## src/rtl/gray_stream_decoder.sv

```systemverilog
// Decodes a stream of 4-bit Gray words to binary through a one-deep valid/ready stage.
// It flags sequence-step violations and saturates an error count; GRAY_DIR_CHECK_EN adds a forward-only step check.
module gray_stream_decoder #(
    parameter int CNT_W = 8
) (
    input  logic             clk,
    input  logic             rst,
    input  logic             in_valid,
    input  logic [3:0]       in_gray,
    output logic             in_ready,
    output logic             out_valid,
    output logic [3:0]       out_bin,
    output logic             step_err,
    input  logic             out_ready,
    output logic [CNT_W-1:0] err_count
);

    typedef enum logic {
        ST_FIRST,
        ST_TRACK
    } state_e;

    localparam logic [CNT_W-1:0] CNT_MAX = '1;

    state_e           state_q, state_d;
    logic [3:0]       prev_q, prev_d;
    logic [3:0]       out_bin_q, out_bin_d;
    logic             step_err_q, step_err_d;
    logic             out_valid_q, out_valid_d;
    logic [CNT_W-1:0] err_cnt_q, err_cnt_d;

    logic             accept;
    logic             xfer_out;
    logic [3:0]       dec_bin;
    logic [3:0]       diff;
    logic             ham_err;
    logic             dir_err;
    logic             word_err;

    function automatic logic [3:0] gray2bin(input logic [3:0] g);
        logic [3:0] b;
        b[3] = g[3];
        for (int i = 2; i >= 0; i--) begin
            b[i] = b[i+1] ^ g[i];
        end
        return b;
    endfunction

    assign in_ready = !out_valid_q || out_ready;
    assign accept   = in_valid && in_ready;
    assign xfer_out = out_valid_q && out_ready;

    assign dec_bin = gray2bin(in_gray);
    assign diff    = in_gray ^ prev_q;
    // Two or more differing bits: clearing the lowest set bit leaves something.
    assign ham_err = |(diff & (diff - 4'd1));

`ifdef GRAY_DIR_CHECK_EN
    logic [3:0] prev_bin;
    logic [3:0] prev_bin_inc;
    assign prev_bin     = gray2bin(prev_q);
    assign prev_bin_inc = prev_bin + 4'd1;
    assign dir_err      = (dec_bin != prev_bin) && (dec_bin != prev_bin_inc);
`else
    assign dir_err = 1'b0;
`endif

    always_comb begin
        state_d  = state_q;
        word_err = 1'b0;
        unique case (state_q)
            ST_FIRST: begin
                word_err = 1'b0;
                if (accept) begin
                    state_d = ST_TRACK;
                end
            end
            ST_TRACK: begin
                word_err = ham_err || dir_err;
            end
            default: begin
                state_d = ST_FIRST;
            end
        endcase
    end

    always_comb begin
        prev_d      = prev_q;
        out_bin_d   = out_bin_q;
        step_err_d  = step_err_q;
        out_valid_d = out_valid_q;
        err_cnt_d   = err_cnt_q;
        if (accept) begin
            prev_d      = in_gray;
            out_bin_d   = dec_bin;
            step_err_d  = word_err;
            out_valid_d = 1'b1;
            if (word_err && (err_cnt_q != CNT_MAX)) begin
                err_cnt_d = err_cnt_q + 1'b1;
            end
        end else if (xfer_out) begin
            out_valid_d = 1'b0;
        end
    end

    always_ff @(posedge clk or posedge rst) begin
        if (rst) begin
            state_q     <= ST_FIRST;
            prev_q      <= 4'd0;
            out_bin_q   <= 4'd0;
            step_err_q  <= 1'b0;
            out_valid_q <= 1'b0;
            err_cnt_q   <= '0;
        end else begin
            state_q     <= state_d;
            prev_q      <= prev_d;
            out_bin_q   <= out_bin_d;
            step_err_q  <= step_err_d;
            out_valid_q <= out_valid_d;
            err_cnt_q   <= err_cnt_d;
        end
    end

    assign out_valid = out_valid_q;
    assign out_bin   = out_bin_q;
    assign step_err  = step_err_q;
    assign err_count = err_cnt_q;

endmodule

```

## config.mk

```make
export PLATFORM = sky130hd
export DESIGN_NAME = gray_stream_decoder
export DESIGN_NICKNAME = d
export VERILOG_FILES = /design/src/rtl/gray_stream_decoder.sv
export SDC_FILE = /design/constraint.sdc
export NUM_CORES = 1
export LEC_CHECK = 0
export CAP_MARGIN = 5
export CORE_MARGIN = 1
export CORE_UTILIZATION = 46
export DETAILED_ROUTE_END_ITERATION = 6
export HOLD_SLACK_MARGIN = 0.05
export PLACE_DENSITY = 0.88
export SETUP_SLACK_MARGIN = 0.15
export SYNTH_ARGS = -nofsm -noshare
export SYNTH_HDL_FRONTEND = slang
export SYNTH_SLANG_ARGS = --single-unit
export TNS_END_PERCENT = 5
```

## constraint.sdc

```tcl
create_clock -name clk -period 2.2 [get_ports clk]
set_input_delay 0.33 -clock clk [delete_from_list [all_inputs] [get_ports clk]]
set_output_delay 0.33 -clock clk [all_outputs]
set_load 0.05 [all_outputs]
```

==> results of run 1 <==
==> worst register-to-register path: cells and delay by family (launching register included) <==
family	cells	cell delay, ns
flip-flops	1	0.42
AND/OR/NAND/NOR	2	0.49
multiplexers	1	0.37
XOR/XNOR	1	0.23
AO/OA/AOI/OAI	1	0.15
==> cells by family after synthesis <==
group                      count (synthesis)  share of synthesized area, %
DFF                                       18                          53.9
AOI/OAI and AO/OA                          4                          2.99
and+or+nand+nor                           23                          15.4
xor gates and xnor gates                  13                          13.6
buffers and inverters                      3                          1.80
adders and majority gates                  1                          1.50
muxes                                      8                          10.8
==> layout by cell type (no fill, tap or decap) <==
cell             instances
mux2_2                   8
ha_1                     1
a211oi_1                 2
nand4_1                  1
xnor2_1                  6
nor3_1                   1
nor4_1                   1
dfrtp_1                 18
nand3_1                  3
xor2_1                   7
inv_1                    2
clkbuf_4                 3
nand2b_4                 1
nand2_1                  9
nand2b_1                 3
nor4_4                   1
o21ai_0                  2
buf_4                    4
nor2_1                   1
and3_1                   1
or2_2                    1
clkdlybuf4s50_1         21
==> area by class of cell <==
class	instances	area, um^2	area share (%)
Clock buffer	3	22.5	1.99
Tap cell	25	31.3	2.77
Multi-Input combinational cell	49	378	33.4
Sequential cell	18	450	39.9
Timing Repair Buffer	25	240	21.3
Inverter	2	7.51	0.664
==> power groups by stage <==
| stage | clock network (mW) | logic (mW) | registers, mW |
|---|---|---|---|
| 4_1_cts | 0.157 | 0.588 | 0.484 |
| 3_5_place_dp | 0 | 0.586 | 0.491 |
| 3_3_place_gp | 0 | 0.580 | 0.486 |
| 5_1_grt | 0.168 | 0.617 | 0.497 |
| 6_report | 0.156 | 0.583 | 0.484 |
| 2_1_floorplan | 0 | 0.170 | 0.715 |
==> layer usage <==
layer  track usage [%]  vias to the layer above
li1                  -                      291
met1              18.2                      278
met2              27.4                       14
met3              2.86                        2
met4              5.45                        0
met5                 0                        -
==> sequential cells by signal, indices dropped and copies added, names as in the netlist <==
signal     count
err_count      8
prev_q         4
out_bin        3
out_valid      1
state_q        1
step_err       1
==> through the flow <==
stage | instance area, um^2 | utilization (%) | setup WS (ns) | std cells
after floorplan | 843 | - | 0.232 | 70
after global placement | 1110 | 64.8 | 0.0438 | 119
after detailed placement | 1110 | 64.8 | 0.00511 | 119
after CTS | 1130 | 66.2 | 0.305 | 122
after global routing | 1130 | 66.2 | 0.201 | 122
final | 1130 | 66.2 | 0.306 | 122
==> how the worst max path moves through the flow <==
stage	to	slack [ns]	cells after the start
final	err_count[7]	0.31	6
after global routing	err_count[7]	0.20	6
after CTS	err_count[7]	0.30	6
after detailed placement	err_count[7]	0.005	6
after global placement	err_count[7]	0.04	6
after floorplan	err_count[7]	0.23	5
==> impl_metrics.csv, run 1 <==
group,metric,value,unit
clock_network,hold_buffers,0,
drt,drt-met1-wl,618,um
final_layout,drive_above_1_share,18.6,%
drt,via_per_inst,4.80,
status,status,"completed",
setup_path,cp.arrival,2.07,ns
final_layout,finalNetCount,108,
pwr,total_power,1.22,mW
sta,slew_headroom,56.7,%
pwr,switching_power,0.531,mW
global_route,grt_pass1_wl,2240,um
synthesis,ys_ff_latch,18,
setup_path,crit_chain,"clkdlybuf4s50_1, xor2_1, a211oi_1, or2_2, nor4_1, mux2_2",
setup_path,rr_worst_depth,5,
global_route,first_global_vias,571,
synthesis,synthTopCellsByArea,"dfrtp_1 (54%), mux2_2 (11%), xor2_1 (7.3%)",
sta,finClkSkew,0.00582,ns
synthesis,postSynthAreaPerCell,11.9,um^2
placement,gp_congestion,0.708,
sta,tightest_slew,0.648,ns
setup_path,cp-start-kind,"input port",
synthesis,seq_area_frac_synth,53.9,%
clock_network,htreeDepth,1,
setup_path,critPathSlowestCell,"clkdlybuf4s50_1",
pwr,pwr-share-comb,47.6,%
drt,route.detailed.drc,0,
sta,finalCriticalPeriod,1.89,ns
pwr,internal_power,0.691,mW
synthesis,synth_cells,70,
clock_network,cts_num_sinks,18,
setup_path,worstSetupEndpointType,"register",
drt,route.met2.wl,669,um
die,die_y,44.6,um
placement,io_buffers,22,
setup_path,r2r-end,"err_count[7]",
synthesis,yosysWarnings,0,
clock_network,clk_pin_slew_worst_paths,0.10,ns
setup_path,required,2.37,ns
final_layout,area_delta_synth_final,35.2,%
final_layout,num_antenna_cells,0,
pwr,switching_share,43.5,%
synthesis,synth_area_leader_cell,"dfrtp_1",
drt,vias,585,
sta,whs,0.426,ns
synthesis,netlist_area,836,um^2
sta,final-setup-viol-count,0,
synthesis,synth_cell_types,19,
die,start_util,48.9,%
synthesis,netlist.area_leader.share,53.9,%
clock_network,insertion_delay,0.28,ns
pwr,power_density,1080,nW/um^2
synthesis,postSynth.asyncResetShare,100,%
drt,wl_per_cell,11.2,um
global_route,overflow,0,
die,io_pins,23,
setup_path,crit_buf_inv,1,
setup_path,max_stage_delay,0.50,ns
clock_network,ctsLongestPathBuffers,2,
global_route,grt_antenna_before_repair,0,
final_layout,nFillCells,125,
synthesis,ys.flop_type,"dfrtp_1",
job,cap_viol_max_count,0,
die,rows,15,
drt,antenna_left,0,
pwr,ir_drop,0.594,mV
drt,dr.pass1.iters,4,
synthesis,synth_edf_count,0,
drt,route.top_layer_used,"met4",
pwr,p_leak,0.465,nW
setup_path,r2r_start,"prev_q[3]",
clock_network,post_cts_buffers,0,
sta,rsz0062_at_grt,"false",
pwr,clock_power_share,12.8,%
setup_path,worst-path-max-fanout,2,
sta,fmax,0.528,GHz
clock_network,ctsResizeCount,0,
synthesis,synth_common_cells,"dfrtp_1 (18), nand2_1 (9), mux2_2 (8)",
placement,dp_hpwl,1080,um
sta,finalCritPeriodShare,86.1,%
synthesis,synth_most_common_cell,"dfrtp_1",
hold_path,hold_class,"in2async",
synthesis,synth_nets,79,
drt,drtIter0Drc,3,
sta,drv_slew,0,
setup_path,path_delay_family,"buffers and inverters",
clock_network,cts_root_buf,"clkbuf_4",
sta,hold_violations,0,
clock_network,cts-buffers-inserted,3,
die,fp.dieArea,1990,um^2
drt,wl_met3,65,um
die,core_area,1710,um^2
global_route,grt_max_degree,19,
drt,routed_wl,1370,um
setup_path,rrSetupSlack,0.44,ns
setup_path,crit_type,"in2reg",
sta,fin_setup_tns,0,ns
setup_path,startpoint,"in_gray[3]",
global_route,grtUsageTotal,15.3,%
die,die_w,44.6,um
clock_network,cts_tree,"yes",
pwr,power_frac_seq,39.6,%
(Power assumes the default switching activity.)
==> run 2: changes to the inputs <==
--- a/config.mk
+++ b/config.mk
@@ -5,9 +5,11 @@
 export SDC_FILE = /design/constraint.sdc
 export NUM_CORES = 1
 export LEC_CHECK = 0
+export ABC_CLOCK_PERIOD_IN_PS = 2200
 export CAP_MARGIN = 5
 export CORE_MARGIN = 1
 export CORE_UTILIZATION = 46
+export CTS_CLUSTER_DIAMETER = 30
 export DETAILED_ROUTE_END_ITERATION = 6
 export HOLD_SLACK_MARGIN = 0.05
 export PLACE_DENSITY = 0.88
==> results of run 2 <==
The final DEF is identical to that of run 1; final timing and power are the same.
==> run 3: changes to the inputs <==
--- a/config.mk
+++ b/config.mk
@@ -5,14 +5,15 @@
 export SDC_FILE = /design/constraint.sdc
 export NUM_CORES = 1
 export LEC_CHECK = 0
+export ABC_AREA = 1
 export ABC_CLOCK_PERIOD_IN_PS = 2200
-export CAP_MARGIN = 5
+export CAP_MARGIN = 30
 export CORE_MARGIN = 1
-export CORE_UTILIZATION = 46
+export CORE_UTILIZATION = 50
 export CTS_CLUSTER_DIAMETER = 30
 export DETAILED_ROUTE_END_ITERATION = 6
 export HOLD_SLACK_MARGIN = 0.05
-export PLACE_DENSITY = 0.88
+export PLACE_DENSITY = 0.9
 export SETUP_SLACK_MARGIN = 0.15
 export SYNTH_ARGS = -nofsm -noshare
 export SYNTH_HDL_FRONTEND = slang
==> impl_metrics.csv, run 3 <==
group,metric,value,unit
sta,finClkSkew,0.00700,ns
drt,drt-met1-wl,1010,um
drt,route.met2.wl,1180,um
sta,drv_slew,0,
sta,fmax,0.503,GHz
setup_path,crit_buf_inv,1,
die,core_area,2000,um^2
clock_network,clk_pin_slew_worst_paths,0.11,ns
synthesis,netlist_area,1090,um^2
global_route,grtUsageTotal,21.2,%
clock_network,post_cts_buffers,0,
final_layout,largest_reg_flops,8,
drt,route.detailed.drc,0,
setup_path,cp-start-kind,"register",
final_layout,multi_input_area,553,um^2
placement,gp_congestion,0.867,
final_layout,layout_common_cells,"nand2_1 (54), clkdlybuf4s50_1 (21), dfrtp_1 (18), inv_1 (12), nand4_1 (10)",
pwr,clock_power_share,16.1,%
setup_path,max_stage_delay,0.86,ns
clock_network,ctsLongestPathBuffers,2,
pwr,internal_power,0.695,mW
die,fp.dieArea,2360,um^2
synthesis,ys_ff_latch,18,
sta,worst_slack,0.210,ns
final_layout,seq_area,450,um^2
die,die_y,48.6,um
drt,drtIter0Drc,20,
setup_path,rr_worst_depth,5,
sta,tightest_slew,0.668,ns
synthesis,synth_cell_types,24,
setup_path,startpoint,"err_count[3]",
synthesis,synth_edf_count,0,
drt,antenna_left,0,
pwr,power_frac_seq,37.5,%
global_route,grt_max_degree,19,
pwr,power_density,948,nW/um^2
die,die_w,48.6,um
status,status,"completed",
clock_network,cts_root_buf,"clkbuf_4",
sta,rsz0062_at_grt,"false",
sta,finalCriticalPeriod,1.99,ns
synthesis,yosysWarnings,0,
sta,fin_setup_tns,0,ns
die,rows,16,
pwr,pwr-share-comb,46.4,%
synthesis,postSynthAreaPerCell,7.82,um^2
drt,route.top_layer_used,"met4",
clock_network,cts_num_sinks,18,
clock_network,cts-buffers-inserted,3,
global_route,overflow,0,
clock_network,insertion_delay,0.30,ns
synthesis,postSynth.asyncResetShare,100,%
job,cap_viol_max_count,0,
clock_network,cts_tree,"yes",
placement,io_buffers,22,
drt,wl_met3,107,um
synthesis,synthTopCellsByArea,"dfrtp_1 (41%), nand2_1 (19%), nand4_1 (5.8%)",
setup_path,crit_type,"reg2out",
synthesis,synth_most_common_cell,"nand2_1",
setup_path,rrSetupSlack,0.83,ns
pwr,switching_share,46.2,%
setup_path,critPathSlowestCell,"clkdlybuf4s50_1",
setup_path,r2r-end,"err_count[4]",
drt,wl_per_cell,12.2,um
placement,dp_hpwl,1590,um
setup_path,crit_chain,"clkdlybuf4s50_1",
final_layout,final_common_cell,"nand2_1",
clock_network,ctsResizeCount,0,
sta,final-setup-viol-count,0,
synthesis,synth_common_cells,"nand2_1 (54), dfrtp_1 (18), inv_1 (12)",
final_layout,num_antenna_cells,0,
synthesis,netlist.area_leader.share,41.4,%
synthesis,synth_area_leader_cell,"dfrtp_1",
synthesis,synth_cells,139,
clock_network,htreeDepth,1,
clock_network,hold_buffers,0,
die,io_pins,23,
sta,finalCritPeriodShare,90.4,%
global_route,first_global_vias,897,
pwr,ir_drop,0.722,mV
die,start_util,54.3,%
drt,dr.pass1.iters,4,
drt,via_per_inst,5.19,
setup_path,worst-path-max-fanout,7,
synthesis,ys.flop_type,"dfrtp_1",
global_route,grt_pass1_wl,3840,um
setup_path,cp.arrival,1.66,ns
placement,place_ws,0.454,ns
setup_path,path_delay_family,"buffers and inverters",
setup_path,r2r_start,"err_count[0]",
synthesis,synth_nets,148,
drt,vias,987,
pwr,p_leak,0.670,nW
drt,routed_wl,2320,um
hold_path,hold_class,"in2async",
final_layout,drive_above_1_share,16.6,%
sta,hold_violations,0,
synthesis,seq_area_frac_synth,41.4,%
pwr,switching_power,0.597,mW
setup_path,worstSetupEndpointType,"output pin",
sta,whs,0.415,ns
final_layout,area_delta_synth_final,25.3,%
setup_path,required,1.87,ns
final_layout,finalNetCount,173,
sta,slew_headroom,55.4,%
global_route,grt_antenna_before_repair,0,
final_layout,nFillCells,161,
run 3: cell types whose count changed after synthesis, sizes merged, moves of 6 or more:
cell   delta
nand2    +53
inv      +17
nor2      +6
xor2      -6
nand4    +10
mux2      -8
run 3: how the worst max path moves through the flow:
| stage | endpoint | depth (start not counted) | slack [ns] |
|---|---|---|---|
| 6_report | err_count[3] | 1 | 0.21 |
| 5_1_grt | err_count[3] | 1 | 0.18 |
| 4_1_cts | err_count[4] | 1 | 0.21 |
| 3_5_place_dp | err_count[1] | 9 | 0.45 |
| 3_3_place_gp | err_count[6] | 9 | 0.53 |
| 2_1_floorplan | err_count[4] | 5 | 0.64 |
run 3: cell families after synthesis:
kind of cell	Yosys count	synth area share (%)
adder cells (fa/ha/maj)	1	1.15
XOR/XNOR	3	2.42
buffers and inverters	21	7.71
AO/OA/AOI/OAI	8	4.83
AND/OR/NAND/NOR	88	42.5
flip-flops	18	41.4
run 3: cell type report:
cell class	instances	area share [%]
Inverter	19	5.23
Clock buffer	4	2.66
Sequential cell	18	33.1
Tap cell	27	2.48
Timing Repair Buffer	22	16.0
Multi-Input combinational cell	100	40.6
run 3: layer usage:
layer  track usage (%)  vias up
met5                 0        -
met4              8.82        0
met3              2.83        2
met2              39.4       27
met1              24.0      463
li1                  -      495
run 3: stage by stage:
step | std cells | cell area [um^2] | utilization (%) | total power [mW]
global route | 190 | 1360 | 68.1 | 1.35
detailed placement | 186 | 1330 | 66.3 | 1.08
floorplan | 139 | 1090 | - | 0.897
CTS | 190 | 1360 | 68.1 | 1.29
global placement | 186 | 1330 | 66.3 | 1.06
finish | 190 | 1360 | 68.1 | 1.29
run 3: power by group through the flow:
stage	clock network, mW	registers, mW	logic (mW)
2_1_floorplan	0	0.669	0.228
3_3_place_gp	0	0.484	0.581
3_5_place_dp	0	0.489	0.594
4_1_cts	0.208	0.483	0.602
5_1_grt	0.222	0.493	0.636
6_report	0.208	0.485	0.599
